`src/rtl/seg_scan_driver_pkg.sv`:
```
// Shared constants for the seven-segment scan driver: glyph patterns {a..g},
// the blank bus value and the slot-index width.
`timescale 1ns/1ps
package seg_scan_driver_pkg;
  localparam int SLOT_W = 2;
  localparam logic [7:0] SEG_BLANK = 8'h00;

  localparam logic [6:0] SEG_0 = 7'b1111110;
  localparam logic [6:0] SEG_1 = 7'b0110000;
  localparam logic [6:0] SEG_2 = 7'b1101101;
  localparam logic [6:0] SEG_3 = 7'b1111001;
  localparam logic [6:0] SEG_4 = 7'b0110011;
  localparam logic [6:0] SEG_5 = 7'b1011011;
  localparam logic [6:0] SEG_6 = 7'b1011111;
  localparam logic [6:0] SEG_7 = 7'b1110000;
  localparam logic [6:0] SEG_8 = 7'b1111111;
  localparam logic [6:0] SEG_9 = 7'b1111011;
  localparam logic [6:0] SEG_A = 7'b1110111;
  localparam logic [6:0] SEG_B = 7'b0011111;
  localparam logic [6:0] SEG_C = 7'b1001110;
  localparam logic [6:0] SEG_D = 7'b0111101;
  localparam logic [6:0] SEG_E = 7'b1001111;
  localparam logic [6:0] SEG_F = 7'b1000111;
endpackage

```
`src/rtl/seg_scan_driver_seg7_decode.sv`:
```
// Combinational hex-to-seven-segment decoder; output bus is {a,b,c,d,e,f,g,dp}.
`timescale 1ns/1ps
module seg7_decode
  import seg_scan_driver_pkg::*;
(
  input  logic [3:0] i_hex,
  input  logic       i_dp,
  output logic [7:0] o_seg
);
  logic [6:0] w_glyph;

  always_comb begin
    w_glyph = SEG_0;
    case (i_hex)
      4'h0: w_glyph = SEG_0;
      4'h1: w_glyph = SEG_1;
      4'h2: w_glyph = SEG_2;
      4'h3: w_glyph = SEG_3;
      4'h4: w_glyph = SEG_4;
      4'h5: w_glyph = SEG_5;
      4'h6: w_glyph = SEG_6;
      4'h7: w_glyph = SEG_7;
      4'h8: w_glyph = SEG_8;
      4'h9: w_glyph = SEG_9;
      4'hA: w_glyph = SEG_A;
      4'hB: w_glyph = SEG_B;
      4'hC: w_glyph = SEG_C;
      4'hD: w_glyph = SEG_D;
      4'hE: w_glyph = SEG_E;
      4'hF: w_glyph = SEG_F;
      default: w_glyph = SEG_0;
    endcase
  end

  assign o_seg = {w_glyph, i_dp};
endmodule

```
`src/rtl/seg_scan_driver.sv`:
```
// Time-multiplexed 8-digit seven-segment driver: two 4-digit groups scanned in
// parallel, one digit per group per slot, with a trailing blank gap in each slot.
`timescale 1ns/1ps
module seg_scan_driver
  import seg_scan_driver_pkg::*;
#(
  parameter int SCAN_DIV     = 100000,
  parameter int BLANK_CYCLES = 1000
) (
  input  logic        clk,
  input  logic        reset,
  input  logic        enable,
  input  logic [31:0] digit_data,
  input  logic [7:0]  digit_en,
  input  logic [7:0]  dp_en,
  output logic [7:0]  tub_segments1,
  output logic [7:0]  tub_segments2,
  output logic [7:0]  tub_select,
  output logic        frame_tick
);
  localparam int          CNT_W      = $clog2(SCAN_DIV);
  localparam logic [31:0] LAST_CNT   = 32'(SCAN_DIV - 1);
  localparam logic [31:0] ACTIVE_LEN = 32'(SCAN_DIV - BLANK_CYCLES);

  logic [CNT_W-1:0]  r_slot_cnt;
  logic [SLOT_W-1:0] r_slot_idx;
  logic [3:0]        r_hex_a, r_hex_b;
  logic              r_en_a, r_en_b, r_dp_a, r_dp_b;

  logic [31:0] w_cnt32;
  logic        w_slot_start, w_slot_last, w_active, w_frame_wrap;
  logic [3:0]  w_hex_a, w_hex_b;
  logic        w_en_a, w_en_b, w_dp_a, w_dp_b;
  logic [3:0]  w_onehot;
  logic [7:0]  w_sel, w_seg_a, w_seg_b;

  assign w_cnt32      = 32'(r_slot_cnt);
  assign w_slot_start = (w_cnt32 == 32'd0);
  assign w_slot_last  = (w_cnt32 == LAST_CNT);
  assign w_active     = (w_cnt32 < ACTIVE_LEN);
  assign w_frame_wrap = w_slot_last && (r_slot_idx == '1);

  // On the first cycle of a slot the live inputs are used directly so the
  // slot's first lit cycle already shows the freshly latched digits.
  assign w_hex_a = w_slot_start ? digit_data[{r_slot_idx, 2'b00} +: 4]       : r_hex_a;
  assign w_hex_b = w_slot_start ? digit_data[{1'b1, r_slot_idx, 2'b00} +: 4] : r_hex_b;
  assign w_en_a  = w_slot_start ? digit_en[{1'b0, r_slot_idx}]               : r_en_a;
  assign w_en_b  = w_slot_start ? digit_en[{1'b1, r_slot_idx}]               : r_en_b;
  assign w_dp_a  = w_slot_start ? dp_en[{1'b0, r_slot_idx}]                  : r_dp_a;
  assign w_dp_b  = w_slot_start ? dp_en[{1'b1, r_slot_idx}]                  : r_dp_b;

  // Digit k is wired to select bit 7-k, so slot idx lights bits 7-idx and 3-idx.
  assign w_onehot = 4'b1000 >> r_slot_idx;
  assign w_sel    = {(w_en_a ? w_onehot : 4'b0000), (w_en_b ? w_onehot : 4'b0000)};

  seg7_decode u_dec_a (
    .i_hex (w_hex_a),
    .i_dp  (w_dp_a),
    .o_seg (w_seg_a)
  );

  seg7_decode u_dec_b (
    .i_hex (w_hex_b),
    .i_dp  (w_dp_b),
    .o_seg (w_seg_b)
  );

  always_ff @(posedge clk or negedge reset) begin
    if (!reset) begin
      r_slot_cnt    <= '0;
      r_slot_idx    <= '0;
      r_hex_a       <= '0;
      r_hex_b       <= '0;
      r_en_a        <= 1'b0;
      r_en_b        <= 1'b0;
      r_dp_a        <= 1'b0;
      r_dp_b        <= 1'b0;
      tub_segments1 <= SEG_BLANK;
      tub_segments2 <= SEG_BLANK;
      tub_select    <= '0;
      frame_tick    <= 1'b0;
    end else if (!enable) begin
      r_slot_cnt    <= '0;
      r_slot_idx    <= '0;
      tub_segments1 <= SEG_BLANK;
      tub_segments2 <= SEG_BLANK;
      tub_select    <= '0;
      frame_tick    <= 1'b0;
    end else begin
      if (w_slot_start) begin
        r_hex_a <= w_hex_a;
        r_hex_b <= w_hex_b;
        r_en_a  <= w_en_a;
        r_en_b  <= w_en_b;
        r_dp_a  <= w_dp_a;
        r_dp_b  <= w_dp_b;
      end
      if (w_slot_last) begin
        r_slot_cnt <= '0;
        r_slot_idx <= r_slot_idx + 1'b1;
      end else begin
        r_slot_cnt <= r_slot_cnt + 1'b1;
      end
      frame_tick    <= w_frame_wrap;
      tub_select    <= w_active ? w_sel : 8'h00;
      tub_segments1 <= (w_active && w_en_a) ? w_seg_a : SEG_BLANK;
      tub_segments2 <= (w_active && w_en_b) ? w_seg_b : SEG_BLANK;
    end
  end
endmodule

```
`config.mk`:
```
export PLATFORM = sky130hd
export DESIGN_NAME = seg_scan_driver
export DESIGN_NICKNAME = d
export VERILOG_FILES = /design/src/rtl/seg_scan_driver_pkg.sv /design/src/rtl/seg_scan_driver_seg7_decode.sv /design/src/rtl/seg_scan_driver.sv
export SDC_FILE = /design/constraint.sdc
export NUM_CORES = 1
export LEC_CHECK = 0
export BUFFER_PORTS_ARGS = -buffer_cell sky130_fd_sc_hd__clkbuf_2
export CAP_MARGIN = 20
export CORE_MARGIN = 2
export CORE_UTILIZATION = 45
export CTS_BUF_LIST = sky130_fd_sc_hd__clkbuf_8
export DETAILED_ROUTE_END_ITERATION = 7
export GPL_TIMING_DRIVEN = 1
export PLACE_DENSITY = 0.68
export SYNTH_ARGS = -nofsm -noshare
export SYNTH_HDL_FRONTEND = slang
export SYNTH_HIERARCHICAL = 1
export SYNTH_SLANG_ARGS = --single-unit
```
`constraint.sdc`:
```
create_clock -name clk -period 3.25 [get_ports clk]
set_input_delay 0 -clock clk [delete_from_list [all_inputs] [get_ports clk]]
set_output_delay 0 -clock clk [all_outputs]
set_load 0.05 [all_outputs]
```
==> impl_metrics.env <==
export IMPL_outcome="finished, final reports clean"
export IMPL_place_port_buffers=75
export IMPL_tightest_slew_ns=0.923
export IMPL_cap_violations=0
export IMPL_skew_ns=0.0106
export IMPL_power_switching_w=0.000769
export IMPL_critPathArrivalTime_ns=3.07
export IMPL_drc=0
export IMPL_hold_buffers=1
export IMPL_crit_path_end="tub_segments2[4]"
export IMPL_grt_overflow_total=0
export IMPL_final_cells=497
export IMPL_die_h_um=93.1
export IMPL_cp_required_ns=3.42
export IMPL_cts_tree="yes"
export IMPL_reg2reg_from="r_slot_cnt[4]"
export IMPL_r2r_slack_ns=0.35
export IMPL_yosysMostFrequentCell="dfrtp_1"
export IMPL_cp_end_kind="flip-flop"
export IMPL_chipWidth_um=93.1
export IMPL_routed_wl_mm=7.85
export IMPL_core_um2=7730
export IMPL_vias=2694
export IMPL_min_path_type="in -> reg"
export IMPL_yosys_most_used_dff="dfrtp_1"
export IMPL_grt_pass1_vias=2691
export IMPL_yosysWarningCount=6
export IMPL_fin_nets=465
export IMPL_syn_area_per_cell_um2=10.9
export IMPL_initial_core_util=0.462
export IMPL_wirelength_met1_mm=3.51
export IMPL_ctsRootBufferMaster="clkbuf_8"
export IMPL_cts_buffers_inserted=5
export IMPL_critPathLaunch="r_slot_cnt[4]"
export IMPL_p_leak_nw=1.87
export IMPL_io_pins=76
export IMPL_dr_pass1_iters=4
export IMPL_dpl_hpwl_mm=5.91
export IMPL_setup_violations_final=0
export IMPL_avgRoutedWirePerCell_um=15.8
export IMPL_regArea_um2=1400
export IMPL_rows=32
export IMPL_min_period_over_period=0.893
export IMPL_cts_sinks=56
export IMPL_die_area_um2=8670
export IMPL_irDropWorstVdd_uv=199
export IMPL_final_hold_viol_count=0
export IMPL_multi_input_area_um2=1960
export IMPL_fmax_mhz=344
export IMPL_ys_types=50
export IMPL_switching_share=0.380
export IMPL_synth_top_area_cell="dfrtp_1"
export IMPL_p_int_w=0.00125
export IMPL_drive_gt1_frac=0.354
export IMPL_post_cts_setup_buffers=0
export IMPL_dpl_cell_count=488
export IMPL_synth_area_leaders="dfrtp_1, mux4_2, ha_1"
export IMPL_antenna_found_initial=0
export IMPL_synth_area_um2=3570
export IMPL_crit_path_start_kind="flip-flop"
export IMPL_synth_cells=329
export IMPL_p_seq_frac=0.407
export IMPL_slew_headroom=0.380
export IMPL_r2r_end="tub_segments2[4]"
export IMPL_grt_setup_unrepaired="no"
export IMPL_drtAntennaViolNets=0
export IMPL_netlist_area_leader_share=0.392
export IMPL_grt_pass1_wl_mm=13.2
export IMPL_worst_path_max_fanout=7
export IMPL_reg2reg_depth=10
export IMPL_seq_area_frac_synth=0.392
export IMPL_ys_ff_latch=56
export IMPL_nFillCells=696
export IMPL_finalCriticalPeriod_ns=2.90
export IMPL_slew_violations=0
export IMPL_fin_tns_setup_ns=0
export IMPL_first_iter_violations=115
export IMPL_grt_max_degree=33
export IMPL_synth_common_cells="dfrtp_1, a21oi_1, o21ai_0, ha_1, inv_1"
export IMPL_synth_edf_count=0
export IMPL_preCtsSetupSlack_ns=0.374
export IMPL_synthToLayoutAreaGrowth_pct=14.4
export IMPL_powerDensity_nw_per_um2=495
export IMPL_htreeDepth=2
export IMPL_pwr_share_clk=0.199
export IMPL_grt_total_usage=0.194
export IMPL_via_per_inst=5.42
export IMPL_syn_num_nets=400
export IMPL_clock_latency_ns=0.32
export IMPL_cts_resized=0
export IMPL_gp_congestion=0.831
export IMPL_clk_path_buf_depth=2
export IMPL_critPathKind="reg -> reg"
export IMPL_met2_length_mm=3.81
export IMPL_synth_async_reset_ratio=1.00
export IMPL_topRoutingLayerUsed="met4"
export IMPL_routed_wl_met3_um=378
export IMPL_path_clk_slew_ns=0.11
export IMPL_comb_power_share=0.394
export IMPL_fin_ws_ns=0.347
export IMPL_diodes=0
## worst min path at each step
stage,startpoint,slack (ns),cells past startpoint,to
2_1_floorplan,reset,-0.30,0,frame_tick
3_3_place_gp,reset,0.11,1,tub_segments1[5]
3_5_place_dp,reset,0.12,1,tub_segments1[5]
4_1_cts,enable,0.01,3,frame_tick
5_1_grt,enable,0.02,3,frame_tick
6_report,enable,0.02,3,frame_tick
## stage by stage
stage / total power (W) / util / instance area, um^2 / hold WS, ns
final: 0.00202 / 0.529 / 4090 / 0.0228
after global routing: 0.00215 / 0.529 / 4090 / 0.0210
after CTS: 0.00204 / 0.529 / 4090 / 0.0133
after detailed placement: 0.00163 / 0.515 / 3980 / 0.117
after global placement: 0.00161 / 0.515 / 3980 / 0.115
after floorplan: 0.00147 / - / 3570 / -0.296
## critical path, stage by stage (launching register included)
cell	delay [ns]
dfrtp_1	0.47
nor4_2	0.36
nand4_1	0.26
nor2_4	0.23
mux2_2	0.41
inv_1	0.14
ha_1	0.24
inv_1	0.06
mux4_1	0.46
o21ai_0	0.08
a21oi_1	0.05
## power by group through the flow
stage | registers (W) | logic, W | clock network (W)
after floorplan | 0.00102 | 0.000450 | 0
after global placement | 0.000834 | 0.000779 | 0
after detailed placement | 0.000837 | 0.000791 | 0
after CTS | 0.000824 | 0.000797 | 0.000415
after global routing | 0.000833 | 0.000871 | 0.000446
final | 0.000823 | 0.000796 | 0.000403
## cell type report
class / count / share of cell area
clock buffer: 5 / 0.0168
clock inverter: 3 / 0.00612
inverter: 19 / 0.0175
multi-input combinational: 230 / 0.480
sequential: 56 / 0.343
tap: 102 / 0.0312
timing repair buffer: 82 / 0.105
## layout by cell type (no fill, tap or decap), types with 2 or more instances in the layout
master    Yosys  routed
ha_1         20      20
buf_4         2       6
xnor2_1       9       9
nand4_1       8       8
nand2b_1      2       2
o32a_1        2       2
mux2i_1       4       4
and3_1        2       2
inv_6         0       2
or4_1         2       2
nor4_1        3       3
nand3b_1      2       2
mux4_1        2       2
nand2_1       9       9
nor2_1       15      15
dfrtp_1      56      56
xor2_1        3       3
or2b_1        2       2
inv_1        19      19
o21ai_0      23      23
nor3_1        8       8
o31ai_1       2       2
mux2_4       11      11
o21ai_1       2       2
a21oi_1      36      36
and4_1        4       4
clkbuf_2      3      75
nor2b_1       3       3
or3_1         3       3
clkbuf_8      0       5
nand3_1       8       8
mux4_2       12      12
mux2_2       17      17
## metal layers
metal	track usage	up-vias
li1	-	1317
met1	0.262	1293
met2	0.317	73
met3	0.0371	11
met4	0.0564	0
met5	0	-
## cells by family (layout without fill, tap and decap cells)
| family | after synthesis | after routing | synth area share |
|---|---|---|---|
| AO/OA/AOI/OAI | 72 | 72 | 0.113 |
| flip-flops | 56 | 56 | 0.392 |
| multiplexers | 46 | 46 | 0.201 |
| AND/OR/NAND/NOR | 80 | 80 | 0.136 |
| XOR/XNOR | 12 | 12 | 0.0294 |
| buffers and inverters | 43 | 109 | 0.0588 |
| adder cells (fa/ha/maj) | 20 | 20 | 0.0700 |
## flip-flops by register name, summed over array words and instances (netlist names)
register       cells
tub_select         8
r_slot_idx         2
tub_segments2      8
r_dp_a             1
r_hex_a            4
r_dp_b             1
r_hex_b            4
r_slot_cnt        17
tub_segments1      8
r_en_b             1
frame_tick         1
r_en_a             1
Power figures use the tool's default switching activity.
